`src/rtl/uart_rx_pkg.sv`:
```
// Shared UART definitions: frame defaults, receiver state encoding and the
// even-parity convention used by the receiver, transmitter and ALU interface.
package uart_rx_pkg;

    localparam int DEF_N_DATA       = 8;
    localparam int DEF_PARITY_CHECK = 1;
    localparam int DEF_N_TICKS      = 16;

    // Widest data word the parity helper accepts; narrower words are zero-extended.
    localparam int MAX_DATA_W = 32;

    typedef enum logic [2:0] {
        ST_IDLE   = 3'd0,
        ST_START  = 3'd1,
        ST_DATA   = 3'd2,
        ST_PARITY = 3'd3,
        ST_STOP   = 3'd4
    } rx_state_e;

    // Even parity: data bits plus parity bit must hold an even number of ones.
    function automatic logic parity_mismatch(
        input logic [MAX_DATA_W-1:0] data,
        input logic                  parity_bit
    );
        return (^data) ^ parity_bit;
    endfunction

endpackage : uart_rx_pkg

```
`src/rtl/uart_rx_baud_rate_gen.sv`:
```
// Free-running oversampling tick generator; one-cycle tick every
// CLK_FREQ/(BAUD_RATE*N_TICKS) clocks. Shared with the UART transmitter.
module baud_rate_gen #(
    parameter int CLK_FREQ  = 100000000,
    parameter int BAUD_RATE = 9600,
    parameter int N_TICKS   = 16
) (
    input  logic i_clk,
    input  logic i_rst,
    output logic o_tick
);

    localparam int DIV = CLK_FREQ / (BAUD_RATE * N_TICKS);
    localparam int CW  = (DIV > 1) ? $clog2(DIV) : 1;
    localparam logic [CW-1:0] CNT_LAST = CW'(DIV - 1);

    logic [CW-1:0] cnt_q;
    logic [CW-1:0] cnt_d;
    logic          tick_q;
    logic          tick_d;

    // Next count and tick; tick is registered so it is high exactly while cnt_q == DIV-1.
    always_comb begin
        cnt_d  = cnt_q;
        tick_d = 1'b0;
        if (cnt_q == CNT_LAST) begin
            cnt_d = {CW{1'b0}};
        end else begin
            cnt_d = cnt_q + CW'(1);
        end
        tick_d = (cnt_d == CNT_LAST);
    end

    // Divider state registers.
    always_ff @(posedge i_clk or posedge i_rst) begin
        if (i_rst) begin
            cnt_q  <= {CW{1'b0}};
            tick_q <= (CNT_LAST == {CW{1'b0}});
        end else begin
            cnt_q  <= cnt_d;
            tick_q <= tick_d;
        end
    end

    assign o_tick = tick_q;

endmodule : baud_rate_gen

```
`src/rtl/uart_rx.sv`:
```
// UART receiver: synchronises the serial line, samples each bit at its centre
// using an oversampling tick, and presents the frame with a one-cycle done strobe.
module uart_rx
    import uart_rx_pkg::*;
#(
    parameter int N_DATA       = DEF_N_DATA,
    parameter int PARITY_CHECK = DEF_PARITY_CHECK,
    parameter int N_TICKS      = DEF_N_TICKS,
    parameter int CLK_FREQ     = 100000000,
    parameter int BAUD_RATE    = 9600
) (
    input  logic                           i_clk,
    input  logic                           i_rst,
    input  logic                           i_rx,
    output logic [N_DATA+PARITY_CHECK-1:0] o_rx_data,
    output logic                           o_rx_done,
    output logic                           o_parity_err,
    output logic                           o_frame_err
);

    localparam int W  = N_DATA + PARITY_CHECK;
    localparam int TW = $clog2(N_TICKS);
    localparam int BW = (N_DATA > 1) ? $clog2(N_DATA) : 1;

    localparam logic [TW-1:0] TICK_LAST = TW'(N_TICKS - 1);
    localparam logic [TW-1:0] TICK_MID  = TW'(N_TICKS / 2 - 1);
    localparam logic [BW-1:0] BIT_LAST  = BW'(N_DATA - 1);

    logic tick_s;

    baud_rate_gen #(
        .CLK_FREQ (CLK_FREQ),
        .BAUD_RATE(BAUD_RATE),
        .N_TICKS  (N_TICKS)
    ) u_baud_rate_gen (
        .i_clk (i_clk),
        .i_rst (i_rst),
        .o_tick(tick_s)
    );

    logic sync1_q;
    logic sync2_q;
    logic rx_s;

    // Two-flop synchroniser for the asynchronous line; resets to the idle level.
    always_ff @(posedge i_clk or posedge i_rst) begin
        if (i_rst) begin
            sync1_q <= 1'b1;
            sync2_q <= 1'b1;
        end else begin
            sync1_q <= i_rx;
            sync2_q <= sync1_q;
        end
    end

    assign rx_s = sync2_q;

    rx_state_e          state_q,      state_d;
    logic [TW-1:0]      tick_cnt_q,   tick_cnt_d;
    logic [BW-1:0]      bit_cnt_q,    bit_cnt_d;
    logic [N_DATA-1:0]  shift_q,      shift_d;
    logic               parity_bit_q, parity_bit_d;
    logic [W-1:0]       rx_data_q,    rx_data_d;
    logic               rx_done_q,    rx_done_d;
    logic               parity_err_q, parity_err_d;
    logic               frame_err_q,  frame_err_d;

    // Frame sequencing: next state, counters, shift register and output values.
    always_comb begin
        state_d      = state_q;
        tick_cnt_d   = tick_cnt_q;
        bit_cnt_d    = bit_cnt_q;
        shift_d      = shift_q;
        parity_bit_d = parity_bit_q;
        rx_data_d    = rx_data_q;
        rx_done_d    = 1'b0;
        parity_err_d = parity_err_q;
        frame_err_d  = frame_err_q;

        case (state_q)
            ST_IDLE: begin
                if (!rx_s) begin
                    state_d    = ST_START;
                    tick_cnt_d = {TW{1'b0}};
                end else begin
                    state_d = ST_IDLE;
                end
            end

            ST_START: begin
                if (tick_s) begin
                    if (tick_cnt_q == TICK_MID) begin
                        // A start bit that is high at its centre was only a glitch.
                        if (!rx_s) begin
                            state_d    = ST_DATA;
                            tick_cnt_d = {TW{1'b0}};
                            bit_cnt_d  = {BW{1'b0}};
                        end else begin
                            state_d = ST_IDLE;
                        end
                    end else begin
                        tick_cnt_d = tick_cnt_q + TW'(1);
                    end
                end else begin
                    tick_cnt_d = tick_cnt_q;
                end
            end

            ST_DATA: begin
                if (tick_s) begin
                    if (tick_cnt_q == TICK_LAST) begin
                        tick_cnt_d = {TW{1'b0}};
                        shift_d    = N_DATA'({rx_s, shift_q} >> 1);
                        if (bit_cnt_q == BIT_LAST) begin
                            bit_cnt_d = {BW{1'b0}};
                            state_d   = (PARITY_CHECK != 0) ? ST_PARITY : ST_STOP;
                        end else begin
                            bit_cnt_d = bit_cnt_q + BW'(1);
                        end
                    end else begin
                        tick_cnt_d = tick_cnt_q + TW'(1);
                    end
                end else begin
                    tick_cnt_d = tick_cnt_q;
                end
            end

            ST_PARITY: begin
                if (tick_s) begin
                    if (tick_cnt_q == TICK_LAST) begin
                        tick_cnt_d   = {TW{1'b0}};
                        parity_bit_d = rx_s;
                        state_d      = ST_STOP;
                    end else begin
                        tick_cnt_d = tick_cnt_q + TW'(1);
                    end
                end else begin
                    tick_cnt_d = tick_cnt_q;
                end
            end

            ST_STOP: begin
                if (tick_s) begin
                    if (tick_cnt_q == TICK_LAST) begin
                        tick_cnt_d  = {TW{1'b0}};
                        rx_data_d   = W'({parity_bit_q, shift_q});
                        frame_err_d = ~rx_s;
                        if (PARITY_CHECK != 0) begin
                            parity_err_d = parity_mismatch(MAX_DATA_W'(shift_q), parity_bit_q);
                        end else begin
                            parity_err_d = 1'b0;
                        end
                        rx_done_d = 1'b1;
                        state_d   = ST_IDLE;
                    end else begin
                        tick_cnt_d = tick_cnt_q + TW'(1);
                    end
                end else begin
                    tick_cnt_d = tick_cnt_q;
                end
            end

            default: begin
                state_d    = ST_IDLE;
                tick_cnt_d = {TW{1'b0}};
                bit_cnt_d  = {BW{1'b0}};
            end
        endcase
    end

    // Receiver FSM and registered outputs.
    always_ff @(posedge i_clk or posedge i_rst) begin
        if (i_rst) begin
            state_q      <= ST_IDLE;
            tick_cnt_q   <= {TW{1'b0}};
            bit_cnt_q    <= {BW{1'b0}};
            shift_q      <= {N_DATA{1'b0}};
            parity_bit_q <= 1'b0;
            rx_data_q    <= {W{1'b0}};
            rx_done_q    <= 1'b0;
            parity_err_q <= 1'b0;
            frame_err_q  <= 1'b0;
        end else begin
            state_q      <= state_d;
            tick_cnt_q   <= tick_cnt_d;
            bit_cnt_q    <= bit_cnt_d;
            shift_q      <= shift_d;
            parity_bit_q <= parity_bit_d;
            rx_data_q    <= rx_data_d;
            rx_done_q    <= rx_done_d;
            parity_err_q <= parity_err_d;
            frame_err_q  <= frame_err_d;
        end
    end

    assign o_rx_data    = rx_data_q;
    assign o_rx_done    = rx_done_q;
    assign o_parity_err = parity_err_q;
    assign o_frame_err  = frame_err_q;

endmodule : uart_rx

```
`config.mk`:
```
export PLATFORM = sky130hd
export DESIGN_NAME = uart_rx
export DESIGN_NICKNAME = d
export VERILOG_FILES = /design/src/rtl/uart_rx_pkg.sv /design/src/rtl/uart_rx_baud_rate_gen.sv /design/src/rtl/uart_rx.sv
export SDC_FILE = /design/constraint.sdc
export NUM_CORES = 1
export LEC_CHECK = 0
export BUFFER_PORTS_ARGS = -buffer_cell sky130_fd_sc_hd__buf_2
export CORE_MARGIN = 10
export CORE_UTILIZATION = 55
export DETAILED_ROUTE_END_ITERATION = 12
export PLACE_DENSITY = 0.74
export RECOVER_POWER = 25
export SKIP_CTS_REPAIR_TIMING = 1
export SKIP_LAST_GASP = 1
export SLEW_MARGIN = 20
export SYNTH_ARGS = -nofsm -noshare
export SYNTH_HDL_FRONTEND = slang
export SYNTH_SLANG_ARGS = --single-unit
```
`constraint.sdc`:
```
create_clock -name i_clk -period 2.38 [get_ports i_clk]
set_input_delay 0.238 -clock i_clk [delete_from_list [all_inputs] [get_ports i_clk]]
set_output_delay 0.238 -clock i_clk [all_outputs]
set_load 0.03 [all_outputs]
```
==> impl_metrics.csv <==
group,metric,value,unit
timing,grt_setup_unrepaired,"no",
yosys,ys_ff_latch,44,
cells_and_area,layout.nets,217,
pwr,intPower,0.001096,W
cells_and_area,drive_gt1_share,27.14,%
pwr,power_frac_seq,54.9,%
setup_path,cp_max_fo,12,
pwr,peakVddDrop,0.3503,mV
route,first_iter_violations,147,
timing,slew_viol_final,0,
yosys,synth_cell_types,53,
floorplanning,die_h,83.48,um
timing,setup_violations,0,
cts,cts_buffer_depth,2,
cts,clock_latency,0.30,ns
pwr,power.switching,0.0002748,W
placement,post-place-ws,0.3500,ns
placement,portBuffers,14,
floorplanning,start_util,56.20,%
floorplanning,die_x,83.48,um
job,cap_violations,0,
timing,worstMarginPinSlew,1.085,ns
global_route,grt_max_degree,45,
yosys,yosysSeqAreaShare,49.80,%
yosys,synth_ff_type,"dfrtp_1",
yosys,syn-mean-instance-area,11.36,sq um
placement,place_inst,252,
pwr,clockPowerShare,43.7,%
setup_path,cp-start-kind,"flip-flop",
global_route,grt_pass1_wl,7334,um
yosys,syn_area,0.002216,sq mm
timing,fin_ws,0.3435,ns
setup_path,crit_family,"simple AND/OR/NAND/NOR gates",
timing,report.final.hold_viol_count,0,
pwr,netSwitchingFraction,20.05,%
setup_path,max_stage_delay,0.43,ns
cts,clockRootBuffer,"clkbuf_8",
cells_and_area,final_common_cell,"dfrtp_1",
setup_path,r2r-start,"tick_cnt_q[0]",
global_route,antenna_found_initial,0,
cells_and_area,fin_area,0.002437,sq mm
cells_and_area,mostFrequentLayoutCells,"dfrtp_1 (42), mux2_2 (19), buf_2 (14), nand2_1 (13), xnor2_1 (12)",
timing,slew_headroom,27.67,%
pwr,p_comb_share,1.3,%
placement,placed_area,0.002318,sq mm
pwr,leakagePower,1.185,nW
setup_path,crit_path_top_delay_cell,"nand3_1",
floorplanning,fp-row-count,23,
setup_path,startpoint,"tick_cnt_q[0]",
outcome,status,"completed",
setup_path,cp_cell_sequence,"ha_1 > and4_1 > nand3_1 > inv_1 > mux2_2",
cts,cts_max_level,2,
timing,fmax,491.0,MHz
cells_and_area,antenna_cells,0,
cts,cts_sinks,44,
worst_hold_path,min-delay-path-class,"in -> reg",
yosys,ys_warn_count,0,
yosys,syn_nets,203,
setup_path,cp-end-kind,"flip-flop",
timing,timing.setup.tns,0,ns
pwr,p_per_area,562.3,mW/mm^2
cts,cts_buffers,5,
yosys,synth_largest_area_cell,"dfrtp_1",
setup_path,cp.required,2.56,ns
timing,final.setup_skew,0.01041,ns
setup_path,critPathBufInv,1,
cts,cts_tree,"yes",
route,finalWirelength,4417,um
global_route,globalRouteOverflowTotal,0,
yosys,syn_inst,195,
yosys,synth-edff-count,0,
floorplanning,io_pins,15,
global_route,grt_pass1_vias,1548,
floorplanning,die-area,0.006968,sq mm
placement,dpl.hpwl,3188,um
setup_path,arrival,2.22,ns
worst_hold_path,min-delay-start,"i_rx",
cts,clkTransAtPathRegs,0.08,ns
yosys,ys_top_cells_by_area,"dfrtp_1 (47%), mux2_2 (9.7%), xnor2_1 (4.7%), ha_1 (2.8%), dfstp_2 (2.4%)",
yosys,ys_async_sr_fraction,100.0,%
global_route,track_usage,12.58,%
timing,hold_ws,0.04194,ns
route,post_drt_wl_per_cell,16.99,um
cells_and_area,area_delta_synth_final,9.994,%
yosys,synth_top_area_share,47.43,%
setup_path,path_class,"reg -> reg",
timing,fin_crit_sh,85.57,%
placement,globalplace.congestion,0.8140,
route,via_count,1568,
route,route.detailed.drc,0,
floorplanning,core_region_area,0.003943,sq mm
timing,fin_crit,2.036,ns
route,firstDrtPassIters,4,
route,routed_via_density,6.031,
cells_and_area,instances_no_fill,260,
route,ant_nets,0,
-- sequential cells by signal, indices dropped and copies added (netlist names) --
| signal | flops |
|---|---|
| parity_bit_q | 1 |
| o_frame_err | 1 |
| o_rx_done | 1 |
| o_rx_data | 9 |
| rx_s | 1 |
| shift_q | 8 |
| sync1_q | 1 |
| u_baud_rate_gen.o_tick | 1 |
| tick_cnt_q | 4 |
| o_parity_err | 1 |
| state_q | 3 |
| bit_cnt_q | 3 |
| u_baud_rate_gen.cnt_q | 10 |
-- area by class of cell --
| cell class | count | area (sq um) |
|---|---|---|
| Fill cell | 316 | 1505 |
| Sequential cell | 44 | 1104 |
| Multi-Input combinational cell | 137 | 1049 |
| Clock buffer | 6 | 82.58 |
| Timing Repair Buffer | 16 | 82.58 |
| Tap cell | 50 | 62.56 |
| Clock inverter | 2 | 38.79 |
| Inverter | 5 | 18.77 |
-- worst reg2reg max path: stages (launching register included) --
cell and delay, ns:
dfrtp_1 0.41, ha_1 0.22, and4_1 0.30, nand3_1 0.44, inv_1 0.23, mux2_2 0.35
-- final timing paths --
check	slack, ns	cells past startpoint	to
worst min register to register	0.36	0	rx_s
min in group asynchronous	0.28	3	o_rx_data[5]
worst max-delay path	0.34	5	o_parity_err
worst min-delay path	0.04	1	sync1_q
max in group asynchronous	1.44	3	state_q[1]
worst max register to register	0.34	5	o_parity_err
-- power by group through the flow --
| stage | combinational (W) | clock (W) | sequential (W) |
|---|---|---|---|
| after floorplan | 0.0000122 | 0 | 0.000766 |
| after global placement | 0.0000182 | 0 | 0.000767 |
| after detailed placement | 0.0000197 | 0 | 0.000767 |
| after CTS | 0.0000197 | 0.000616 | 0.000753 |
| after global routing | 0.0000212 | 0.000651 | 0.000753 |
| final | 0.0000182 | 0.000599 | 0.000753 |
-- cell families (layout without fill, tap and decap cells) --
logic type | count (synthesis) | after routing | share of synthesized area [%]
buf+inv | 14 | 29 | 2.880
xor+xnor | 15 | 15 | 6.550
fa+ha+maj | 5 | 5 | 2.823
compound gates | 32 | 32 | 10.11
simple gates | 66 | 66 | 18.18
flops | 44 | 44 | 49.80
mux | 19 | 19 | 9.656
-- layer usage --
metal  track usage [%]  up-vias  part of all wire (%)
met5                 0        -                     0
met4             5.023        0                  0.82
met3             4.004        4                   5.5
met2             21.70       44                    53
met1             13.99      781                    41
li1                  -      739                     -
-- synthesized netlist by cell type, drive strengths merged (3+ instances only) --
| library cell | instances |
|---|---|
| ha | 5 |
| nand2 | 15 |
| o21ai | 9 |
| a211oi | 3 |
| dfrtp | 42 |
| a311oi | 3 |
| xnor2 | 12 |
| buf | 7 |
| nand3 | 5 |
| a31oi | 3 |
| and3 | 3 |
| nor2 | 11 |
| inv | 5 |
| mux2 | 19 |
| nor3 | 6 |
-- per-stage QoR --
step | util (%) | total power (W)
2_1_floorplan | - | 0.0007783
3_3_place_gp | 58.81 | 0.0007853
3_5_place_dp | 58.81 | 0.0007870
4_1_cts | 61.89 | 0.001388
5_1_grt | 61.82 | 0.001426
6_report | 61.82 | 0.001371
Note: power is estimated with default switching activity, not from simulation.
